**src/rtl/sw_feeder.sv**
```systemverilog
// sw_feeder
//   Drives the head of a Smith-Waterman systolic PE chain. Accepts one job (a query
//   S vector plus a database T length). It then streams that many T symbols into PE0,
//   tagging the first symbol with changeS and every live symbol with init. When the
//   job ends it flushes the chain with N_PE init=0 bubbles and pulses done.
//
// Parameters
//   N_PE   number of PEs; the S vector carries one 2-bit symbol per PE
//   LEN_W  width of the T length field / counter
//
// Ports
//   clk, rst            clock; synchronous active-high reset
//   cfg_valid/ready     job descriptor handshake (ready only in IDLE, low during rst)
//   cfg_s_vec           query symbols, bits[2k+1:2k] belong to PE k
//   cfg_t_len           number of T symbols in the job
//   t_valid/ready/data  T symbol stream (ready only while streaming)
//   pe_S                registered S_in bus to all PEs, held from accept to next accept
//   pe_changeS          registered changeS_in for PE0 (first symbol of a job only)
//   pe_T, pe_init       registered T_in / init_in for PE0
//   busy                engine not idle
//   done                one-cycle pulse at job end
//   err                 sticky underrun flag, cleared on the next job accept or rst
module sw_feeder #(
    parameter int N_PE  = 16,
    parameter int LEN_W = 10
) (
    input  logic                clk,
    input  logic                rst,
    input  logic                cfg_valid,
    output logic                cfg_ready,
    input  logic [2*N_PE-1:0]   cfg_s_vec,
    input  logic [LEN_W-1:0]    cfg_t_len,
    input  logic                t_valid,
    output logic                t_ready,
    input  logic [1:0]          t_data,
    output logic [2*N_PE-1:0]   pe_S,
    output logic                pe_changeS,
    output logic [1:0]          pe_T,
    output logic                pe_init,
    output logic                busy,
    output logic                done,
    output logic                err
);

    // Sized to hold N_PE-1 even when N_PE is a power of two or 1.
    localparam int DRAIN_W = $clog2(N_PE + 1);
    localparam logic [DRAIN_W-1:0] DRAIN_LAST = DRAIN_W'(N_PE - 1);

    typedef enum logic [1:0] {
        S_IDLE,
        S_STREAM,
        S_DRAIN,
        S_DONE
    } state_t;

    state_t               state_q;
    logic [2*N_PE-1:0]    s_q;
    logic [LEN_W-1:0]     len_cnt_q;
    logic [DRAIN_W-1:0]   drain_cnt_q;
    logic                 first_q;
    logic [1:0]           t_q;
    logic                 init_q;
    logic                 change_s_q;
    logic                 done_q;
    logic                 err_q;

    // Handshake readies are decoded straight from state so a symbol is taken in the
    // same cycle it is offered; rst masks cfg_ready so nothing is accepted mid-reset.
    assign cfg_ready  = (state_q == S_IDLE) && !rst;
    assign t_ready    = (state_q == S_STREAM);
    assign busy       = (state_q != S_IDLE);

    assign pe_S       = s_q;
    assign pe_changeS = change_s_q;
    assign pe_T       = t_q;
    assign pe_init    = init_q;
    assign done       = done_q;
    assign err        = err_q;

    // NOTE: every register here is updated with <= so all of them see the same
    // pre-edge values; a blocking update would leak new state into later statements.
    always_ff @(posedge clk) begin
        if (rst) begin
            state_q     <= S_IDLE;
            s_q         <= '0;
            len_cnt_q   <= '0;
            drain_cnt_q <= '0;
            first_q     <= 1'b0;
            t_q         <= 2'd0;
            init_q      <= 1'b0;
            change_s_q  <= 1'b0;
            done_q      <= 1'b0;
            err_q       <= 1'b0;
        end else begin
            done_q <= 1'b0;
            unique case (state_q)
                S_IDLE: begin
                    if (cfg_valid) begin
                        s_q       <= cfg_s_vec;
                        len_cnt_q <= cfg_t_len;
                        first_q   <= 1'b1;
                        err_q     <= 1'b0;
                        // An empty job goes straight to DONE and never raises init.
                        state_q   <= (cfg_t_len == '0) ? S_DONE : S_STREAM;
                    end
                end

                S_STREAM: begin
                    if (t_valid) begin
                        t_q        <= t_data;
                        init_q     <= 1'b1;
                        change_s_q <= first_q;
                        first_q    <= 1'b0;
                        len_cnt_q  <= len_cnt_q - LEN_W'(1);
                        if (len_cnt_q == LEN_W'(1)) begin
                            state_q     <= S_DRAIN;
                            drain_cnt_q <= DRAIN_LAST;
                        end
                    end else begin
                        // The chain cannot stall: a missing symbol aborts the job and
                        // the remaining symbols are left unconsumed.
                        err_q       <= 1'b1;
                        t_q         <= 2'd0;
                        init_q      <= 1'b0;
                        change_s_q  <= 1'b0;
                        state_q     <= S_DRAIN;
                        drain_cnt_q <= DRAIN_LAST;
                    end
                end

                S_DRAIN: begin
                    t_q        <= 2'd0;
                    init_q     <= 1'b0;
                    change_s_q <= 1'b0;
                    if (drain_cnt_q == '0) begin
                        state_q <= S_DONE;
                    end else begin
                        drain_cnt_q <= drain_cnt_q - DRAIN_W'(1);
                    end
                end

                S_DONE: begin
                    t_q        <= 2'd0;
                    init_q     <= 1'b0;
                    change_s_q <= 1'b0;
                    done_q     <= 1'b1;
                    state_q    <= S_IDLE;
                end

                default: state_q <= S_IDLE;
            endcase
        end
    end

endmodule

```
**config.mk**
```make
export PLATFORM = sky130hd
export DESIGN_NAME = sw_feeder
export DESIGN_NICKNAME = d
export VERILOG_FILES = /design/src/rtl/sw_feeder.sv
export SDC_FILE = /design/constraint.sdc
export NUM_CORES = 1
export LEC_CHECK = 0
export CORE_MARGIN = 2
export CORE_UTILIZATION = 42
export CTS_BUF_LIST = sky130_fd_sc_hd__clkbuf_8
export CTS_CLUSTER_DIAMETER = 50
export DETAILED_ROUTE_END_ITERATION = 16
export GPL_ROUTABILITY_DRIVEN = 0
export HOLD_SLACK_MARGIN = 0.02
export PLACE_DENSITY = 0.79
export SKIP_LAST_GASP = 1
export SYNTH_ARGS = -nofsm -noshare
export SYNTH_HDL_FRONTEND = slang
export SYNTH_SLANG_ARGS = --single-unit
```
**constraint.sdc**
```tcl
create_clock -name clk -period 1.9 [get_ports clk]
set_clock_uncertainty 0.2 [all_clocks]
set_input_delay 0.475 -clock clk [delete_from_list [all_inputs] [get_ports clk]]
set_output_delay 0.475 -clock clk [all_outputs]
set_load 0.005 [all_outputs]
```
# Yosys cells after proc, flatten, opt, wreduce, memory -nomap -nowiden
# Cells that the tools add are included.
# classes
eq_ne,10
n_addsub,2
n_reduce_logical,15
muxes,26
# op_table
operator,n
$mux 10,2
$pmux 10 s2,1
$mux 5,3
$mux 2,6
$reduce_and 3->1,4
$eq 10x1->1 const B,1
$logic_not 10->1,1
$ne 2x2->1 const B,5
$pmux 5 s2,1
$sub 10x1->10 const B,1
$pmux 1 s2,4
$pmux 2 s4,1
$reduce_bool 2->1,4
$mux 1,7
$logic_not 5->1,1
$sub 5x1->5 const B,1
$eq 2x2->1 const B,2
$pmux 2 s2,1
$ne 3x2->1 const B,1
$eq 2x1->1 const B,1
$logic_not 2->1,1
$reduce_and 2->1,1
$reduce_or 2->1,1
$logic_and 1x1->1,1
$logic_not 1->1,1
# totals
word_cells,63
inputBits,48
register_bits,56
output_inout_bits,41

# Depth between registers and ports, before layout
# Gate-level depths: netlist of the first run.
# depth
depth_word,4
ltp_mapped,9
mapped_depth_nobuf,7

# Worst setup path before layout of the first run
# No wires, ideal clock.
# synth_path
path_type,register to register
start,register state_q[1]
end,register len_cnt_q[8]
stages_incl_launch_ff,10
arrival_ns,1.743
path_slack_ns,-0.138
path_buffers,2
period_less_slack_ns,2.038
setup_time_ns,0.095
t_required_ns,1.605
path_cell_list,dfxtp_1 inv_1 ha_1 buf_2 mux2_2 and2_1 clkbuf_1 nand2_1 mux2i_1 a221oi_1
# synth_via
elab_chain_len,3
word_cells_on_any_way,7
classes_between,eq/ne: 3; mux: 1; reduce/logical: 3
# synth_rtl
item,line_no,text
from (decl),56,state_t state_q;
from (signal assigned),104,state_q <= (cfg_t_len == '0) ? S_DONE : S_STREAM;
$eq 2x1->1 *,n/a,
via t_ready,34,"output logic t_ready,"
$ne 2x2->1 (no source line) / $reduce_bool 2->1 (equally long branches),n/a,
$reduce_and 3->1 (no source line),n/a,
to (signal assigned),100,len_cnt_q <= cfg_t_len;
to (signal assigned),114,len_cnt_q <= len_cnt_q - LEN_W'(1);
to (decl),58,logic [LEN_W-1:0] len_cnt_q;
# The timed path passes the listed nets; every way through them passes the cells marked *.
# A chain may end at the register's enable or synchronous reset.

# Final worst setup path of the first run
# layout_path
start,register state_q[0]
end,output busy
# layout_via
elab_chain_len,1
# layout_rtl
item,line_no,text
$reduce_bool 2->1,71,assign busy = (state_q != S_IDLE);
to (decl),40,"output logic busy,"
# Every way passes these cells.

==> key figures, run 1 <==
STA
  – Tmin final: 1.90 ns
  – Fin. Hold Viols: 0
  – Final worst-path setup slack: -0.00000722 ns
  – Count of final setup violators: 1
  – Peak Freq: 0.526 GHz
  – Post-Route Setup TNS: -0.00000722 ns
  – Slew margin rel.: 60.7%
  – RSZ-0062 raised after global routing: true
  – Least-Margin Pin Slew: 0.590 ns
  – Post-route clock period utilization: 100%
  – Fin. max-slew vios: 0

Run status
  – Violations in the final reports: setup timing
  – Status: complete, but fails checks

Synth
  – Synthesized Nets: around 360
  – Synth warnings: 0
  – Synth Area per Inst: between 7 and 8 sq um
  – Dominant cells by area after synthesis: dfxtp_1 (46%), nand2_1 (11%), a21oi_1 (9.4%)
  – Post-synth top area cell: dfxtp_1
  – Commonest cells post-synth: nand2_1 (74), dfxtp_1 (56), a21oi_1 (46), nor2_1 (21), inv_1 (14)
  – Ys flop type: dfxtp_1
  – Seq cells post-synth: 56
  – Netlist Area Pre-Place: between 0.002 and 0.0025 sq mm
  – Register area share after synthesis: 45.6%
  – Yosys top cell area share: 45.6%
  – Netlist cell types: 39
  – Cell with the most instances after synthesis: nand2_1
  – Async SR Flop Fraction: 0%
  – Post-Syn Instances: 308
  – Post-synth EDFFs: 0

Finish
  – Non-filler cells, final: 489
  – Filler Cells Inserted: 468
  – Final core utilization: slightly below 70%
  – Antenna cells: 0
  – Share of cells above drive strength 1: 17.0%
  – Area Growth Syn to Fin: 54.0%
  – Layout Nets: 472

Pwr
  – Combinational share of power: between 50% and 60%
  – Psw: approximately 2000 uW
  – Cell Pwr Density: 1370 mW/mm^2
  – Sequential power share: 32.6%
  – Peak supply drop: 931 uV
  – Power Internal: ~3200 uW
  – Leakage: 0.00149 uW
  – Clock share of power: 12.7%
  – Switching share of power: 38.4%

GRT
  – Global-route wire length before repair: 10700 microns
  – Largest net degree at the start of global routing: 57
  – Vias in the first global route: between 2k and 2.5k
  – Gr ovfl total: 0
  – Initial antenna violation count: 0
  – Global Route Usage Sum: about a fifth

Clock network
  – Htree depth: 2
  – Total CTS buffers: 5
  – # clock sinks: between 50 and 60
  – Worst-Skew Late Latency: roughly 0.32 ns
  – Clk root buf: clkbuf_8
  – Post-CTS Hold Buffers: 0
  – CTS tree: done
  – Max Root-Sink Buffers: 2
  – Clock transition at path regs: 0.10 ns

Setup path
  – Crit path arrival time: 1.23 ns
  – Cell Chain, Critical Path: inv_1, ha_2, inv_2, dlygate4sd2_1
  – CP Capture Type: output pin
  – Crit path launch type: flip-flop
  – Required time of the worst setup path: 1.22 ns
  – Worst-path fanout max: 3
  – Setup CP Type: reg2out
  – Critical Path Slowest Stage Cell: dfxtp_2
  – CP peak stage delay: 0.33 ns

Placed design
  – IO Port Bufs: between 80 and 90
  – Placed insts: about 480
  – Detailed placer's ending HPWL: 4780 microns

Hold path
  – HP Class: reg2reg

Drt
  – Vias: 2459
  – Antenna-violating nets left: 0
  – Vias/cell: 5.03
  – Initial DRC Count: 100
  – Drt wl/cell: 13.8 microns
  – Final WL: a little under 7000 microns
  – Detailed Routing Iterations Pass 1: 4
  – Drt drc: 0

Flow run
  – Max_cap viols: 0

Die
  – CORE AREA: 0.00557 sq mm
  – Initial Utilization: between 40% and 50%
  – Die area: ~0.0065 sq mm
  – Die Span Y: a little over 80 microns
  – Number of I/O pins: 89
  – Row cnt: 27
  – Die Width: 80.5 microns
==> flip-flops by register name, summed over array words and instances (netlist names) <==
name / count
pe_S: 32
pe_T: 2
drain_cnt_q: 5
pe_changeS: 1
state_q: 2
first_q: 1
len_cnt_q: 10
done: 1
err: 1
pe_init: 1
==> final timing paths <==
kind | depth (start not counted) | start | endpoint | slack (ns)
min | 2 | pe_S[20] | pe_S[20] | 0.26
max | 4 | state_q[0] | busy | -0.000007
min reg2reg | 2 | pe_S[20] | pe_S[20] | 0.26
max reg2reg | 7 | len_cnt_q[0] | len_cnt_q[8] | 0.01
==> power by group through the flow <==
| stage | clock [uW] | sequential (uW) | combinational, uW |
|---|---|---|---|
| 3_5_place_dp | 0 | 1700 | 2580 |
| 6_report | 658 | 1690 | 2830 |
| 5_1_grt | 717 | 1720 | 3130 |
| 4_1_cts | 676 | 1680 | 2670 |
| 2_1_floorplan | 0 | 1700 | 1510 |
| 3_3_place_gp | 0 | 1690 | 2490 |
==> timing repair <==
| action | CTS | global route |
|---|---|---|
| buffers inserted | 2 | 1 |
| setup endpoints to repair | 14 | 22 |
| resized for setup | 18 | 16 |
| pin swaps | 4 | 3 |
| endpoints found under the hold margin | 0 | 0 |
==> critical path, delay by kind of cell (launching register included) <==
family	cells	cell delay (ns)
buffers and inverters	3	0.39
flip-flops	1	0.33
adder cells (fa/ha/maj)	1	0.19
==> metal layers <==
layer | routed length [microns] | vias to the layer above | part of all wire, % | GRT usage (%)
met5 | 0 | - | 0 | 0
met4 | 80 | 0 | 1.2 | 6.10
met3 | 208 | 6 | 3.1 | 3.26
met2 | 3710 | 45 | 55 | 40.0
met1 | 2760 | 1152 | 41 | 23.7
li1 | - | 1256 | - | -
==> layout by cell type, fill, tap and decap left out, types with 2 or more instances in the layout <==
master / count
o22ai_1: 3
nor3_1: 6
and2_1: 3
a22oi_1: 6
clkdlybuf4s50_1: 83
nor2b_1: 5
buf_6: 3
nand3_1: 2
xnor2_1: 2
a21o_1: 2
dfxtp_2: 8
mux2i_1: 3
a211oi_2: 3
nand2b_1: 4
ha_1: 6
nor2_2: 2
buf_4: 25
dfxtp_1: 48
a211oi_1: 4
nand3b_1: 2
clkbuf_8: 5
nand2_1: 72
nor2_1: 19
a21oi_1: 45
inv_1: 13
buf_12: 3
o21ai_0: 7
inv_2: 2
buf_2: 2
==> kinds of logic after synthesis <==
kind of cell | synth area share [%]
AND/OR/NAND/NOR | 22.9
AO/OA/AOI/OAI | 19.6
flip-flops | 45.6
buffers and inverters | 4.98
adder cells (fa/ha/maj) | 4.07
multiplexers | 2.14
XOR/XNOR | 0.712
==> final cells by class <==
type / instances / area, sq um / share of cell area (%)
clock inverters: 3 / 20.0 / 0.528
well taps: 72 / 90.1 / 2.38
repair buffers: 119 / 1150 / 30.3
multi-input cells: 220 / 1280 / 33.7
inverters: 14 / 52.6 / 1.39
clock buffers: 5 / 68.8 / 1.82
flip-flops and latches: 56 / 1130 / 29.9
==> per-stage QoR <==
| stage | power (uW) | area [sq um] | hold WS [ns] | setup slack (ns) |
|---|---|---|---|---|
| floorplan | 3210 | 2490 | 0.253 | 0.0132 |
| global placement | 4180 | 3600 | 0.241 | -0.220 |
| detailed placement | 4280 | 3600 | 0.246 | -0.300 |
| CTS | 5020 | 3730 | 0.260 | 0.00157 |
| global route | 5570 | 3790 | 0.276 | -0.100 |
| finish | 5180 | 3790 | 0.256 | -0.00000722 |
No activity file was read; power rests on OpenSTA's default activity.
==> inputs of run 2 (changes only) <==
CORE_ASPECT_RATIO = 1.2   (was not set)
==> run 2 against run 1 <==
  * Cell area is 1.7% higher
  * Via count is 2.5% higher
  * Largest power group unchanged
  * Cell count is 3.1% higher
  * Clock-buffer cell count stayed put
  * Die area hardly changed
  * Power is 2.4% higher
  * Critical path depth is 3 higher
  * The run now ends clean
  * Combinational power is 4% higher
  * Utilization hardly changed
  * Sequential power hardly changed
==> key figures, run 2 (synthesized netlist as in run 1, its figures left out) <==
Run status
  – Status: complete, no violations

Placed design
  – Placed insts: 488 (+2.1%)
  – Detailed placer's ending HPWL: 4560 microns (-4.6%)
  – IO Port Bufs: 88 (unchanged)

Hold path
  – HP Class: reg2reg
  – WHS Path Cells: 2 (unchanged)

Die
  – Initial Utilization: 43.4% (-0.73 points)
  – Row cnt: 30 (+11%)
  – CORE AREA: 0.00567 sq mm (+1.7%)
  – Die Span Y: 87.8 microns (+9.1%)
  – Number of I/O pins: 89 (unchanged)
  – Die Width: 73.9 microns (-8.3%)
  – Die area: 0.00649 sq mm (about the same)

Flow run
  – Max_cap viols: 0 (unchanged)

GRT
  – Vias in the first global route: 2347 (-2.5%)
  – Largest net degree at the start of global routing: 57 (unchanged)
  – Global Route Usage Sum: 20.0% (-0.97 points)
  – Initial antenna violation count: 0 (unchanged)
  – Global-route wire length before repair: 10200 microns (-4.5%)
  – Gr ovfl total: 0 (unchanged)

Finish
  – Max FFs per register: 32 (unchanged)
  – Share of cells above drive strength 1: 19.1% (+2.1 points)
  – Area Growth Syn to Fin: 56.6%
  – Filler Cells Inserted: 470 (+0.43%)
  – Antenna cells: 0 (unchanged)
  – Most common cell after layout, fill and taps aside: clkdlybuf4s50_1
  – Layout Nets: 479 (+1.5%)
  – Most frequent cells in the layout: clkdlybuf4s50_1 (84), nand2_1 (73), dfxtp_1 (49)
  – Non-filler cells, final: 504 (+3.1%)

Drt
  – Vias/cell: 5.00 (-0.53%)
  – Drt wl/cell: 13.1 microns (-4.9%)
  – Drt drc: 0 (unchanged)
  – Initial DRC Count: 124 (+24%)
  – Antenna-violating nets left: 0 (unchanged)
  – Final WL: 6620 microns (-2.0%)
  – Detailed Routing Iterations Pass 1: 4 (unchanged)
  – Vias: 2521 (+2.5%)

Clock network
  – Max Root-Sink Buffers: 2 (unchanged)
  – Post-CTS Hold Buffers: 0 (unchanged)
  – # clock sinks: 56 (unchanged)
  – Htree depth: 2 (unchanged)
  – CTS tree: done
  – Clock transition at path regs: 0.10 ns (about the same)
  – Total CTS buffers: 5 (unchanged)
  – Clk root buf: clkbuf_8
  – Worst-Skew Late Latency: 0.31 ns (about the same)

STA
  – Peak Freq: 0.529 GHz (+0.44%)
  – Post-route clock period utilization: 99.6% (-0.44 points)
  – Tmin final: 1.89 ns (-0.00840 ns)
  – Fin. max-slew vios: 0 (unchanged)
  – Count of final setup violators: 0 (-1)
  – RSZ-0062 raised after global routing: true
  – Slew margin rel.: 61.0% (+0.29 points)
  – Least-Margin Pin Slew: 0.585 ns (-0.00442 ns)
  – Fin. Hold Viols: 0 (unchanged)
  – Post-Route Setup TNS: 0 ns (+0.00000722 ns)

Setup path
  – Worst-case reg-to-reg path depth: 7 (unchanged)
  – Cell Chain, Critical Path: clkdlybuf4s50_1, nand2b_1, nand2_2, buf_4, a21o_1, a22oi_1, nor2_1
  – Worst-path fanout max: 4 (+1)
  – Critical path's top delay family: buffers and inverters
  – CP Capture Type: flip-flop
  – Crit path launch type: input pin
  – Worst Path Buf+Inv: 2 (-1)
  – CP peak stage delay: 0.50 ns (+0.17 ns)
  – Levels on crit path: 7 (+3)
  – Required time of the worst setup path: 1.89 ns (+0.67 ns)
  – Critical Path Slowest Stage Cell: clkdlybuf4s50_1
  – Crit path arrival time: 1.88 ns (+0.65 ns)
  – Setup CP Type: in2reg

Pwr
  – Leakage: 0.00150 uW (+0.61%)
  – Peak supply drop: 1190 uV (+28%)
  – Cell Pwr Density: 1380 mW/mm^2 (+0.71%)
[run 2: changes by cell type in the layout (fill, tap and decap cells not counted), moves of 2 or more]
cell / before / now
buf_4: 25 / 35
buf_6: 3 / 0
inv_1: 13 / 10
inv_2: 2 / 4
inv_6: 0 / 2
[run 2: area by class of cell]
cell class | instances | area [sq um] | area share (%)
multi-input combinational | 221 | 1310 | 34.0
inverter | 14 | 52.6 | 1.36
tap | 80 | 100 | 2.60
clock buffer | 5 | 68.8 | 1.79
timing repair buffer | 125 | 1170 | 30.3
sequential | 56 | 1130 | 29.3
clock inverter | 3 | 25.0 | 0.650
[run 2: through the flow]
step	utilization [%]	hold WS (ns)	setup WS, ns	cell area, sq um	total power [uW]
after global routing	68.0	0.274	-0.0923	3850	5690
final	68.0	0.257	0.00839	3850	5310
after floorplan	-	0.253	0.0132	2490	3210
after global placement	64.0	0.241	-0.277	3630	4190
after CTS	66.3	0.261	-0.0455	3760	5060
after detailed placement	64.0	0.246	-0.316	3630	4280
[run 2: where the power goes]
part	internal [uW]	leakage, uW	switching (uW)
registers	1470	0.000462	214
clock network	270	0.0000452	408
logic	1520	0.000993	1430
total	3260	0.00150	2050
[run 2: repair_timing]
action,CTS,global route
cloned,0,1
setup endpoints to repair,18,21
resized for setup,14,21
pin swaps,4,5
setup buffers,3,4
[run 2: worst paths after layout]
| kind | startpoint | end | slack [ns] |
|---|---|---|---|
| max reg2reg | drain_cnt_q[0] | state_q[0] | 0.008 |
| max | cfg_valid | len_cnt_q[9] | 0.008 |
| min | pe_S[12] | pe_S[12] | 0.26 |
| min reg2reg | pe_S[12] | pe_S[12] | 0.26 |
[run 2: worst reg2reg max path, stage by stage, from the launching register on]
cell,delay [ns]
dfxtp_2,0.35
inv_1,0.06
ha_2,0.18
inv_2,0.05
o41ai_2,0.24
or3b_4,0.46
mux2i_1,0.17
nor2_1,0.05
[run 2: metal layers]
layer	up-vias	part of all wire, %	track usage (%)
met4	0	2.7	9.75
li1	1261	-	-
met1	1157	40	22.4
met3	17	5.2	3.22
met2	86	52	36.1
met5	-	0	0
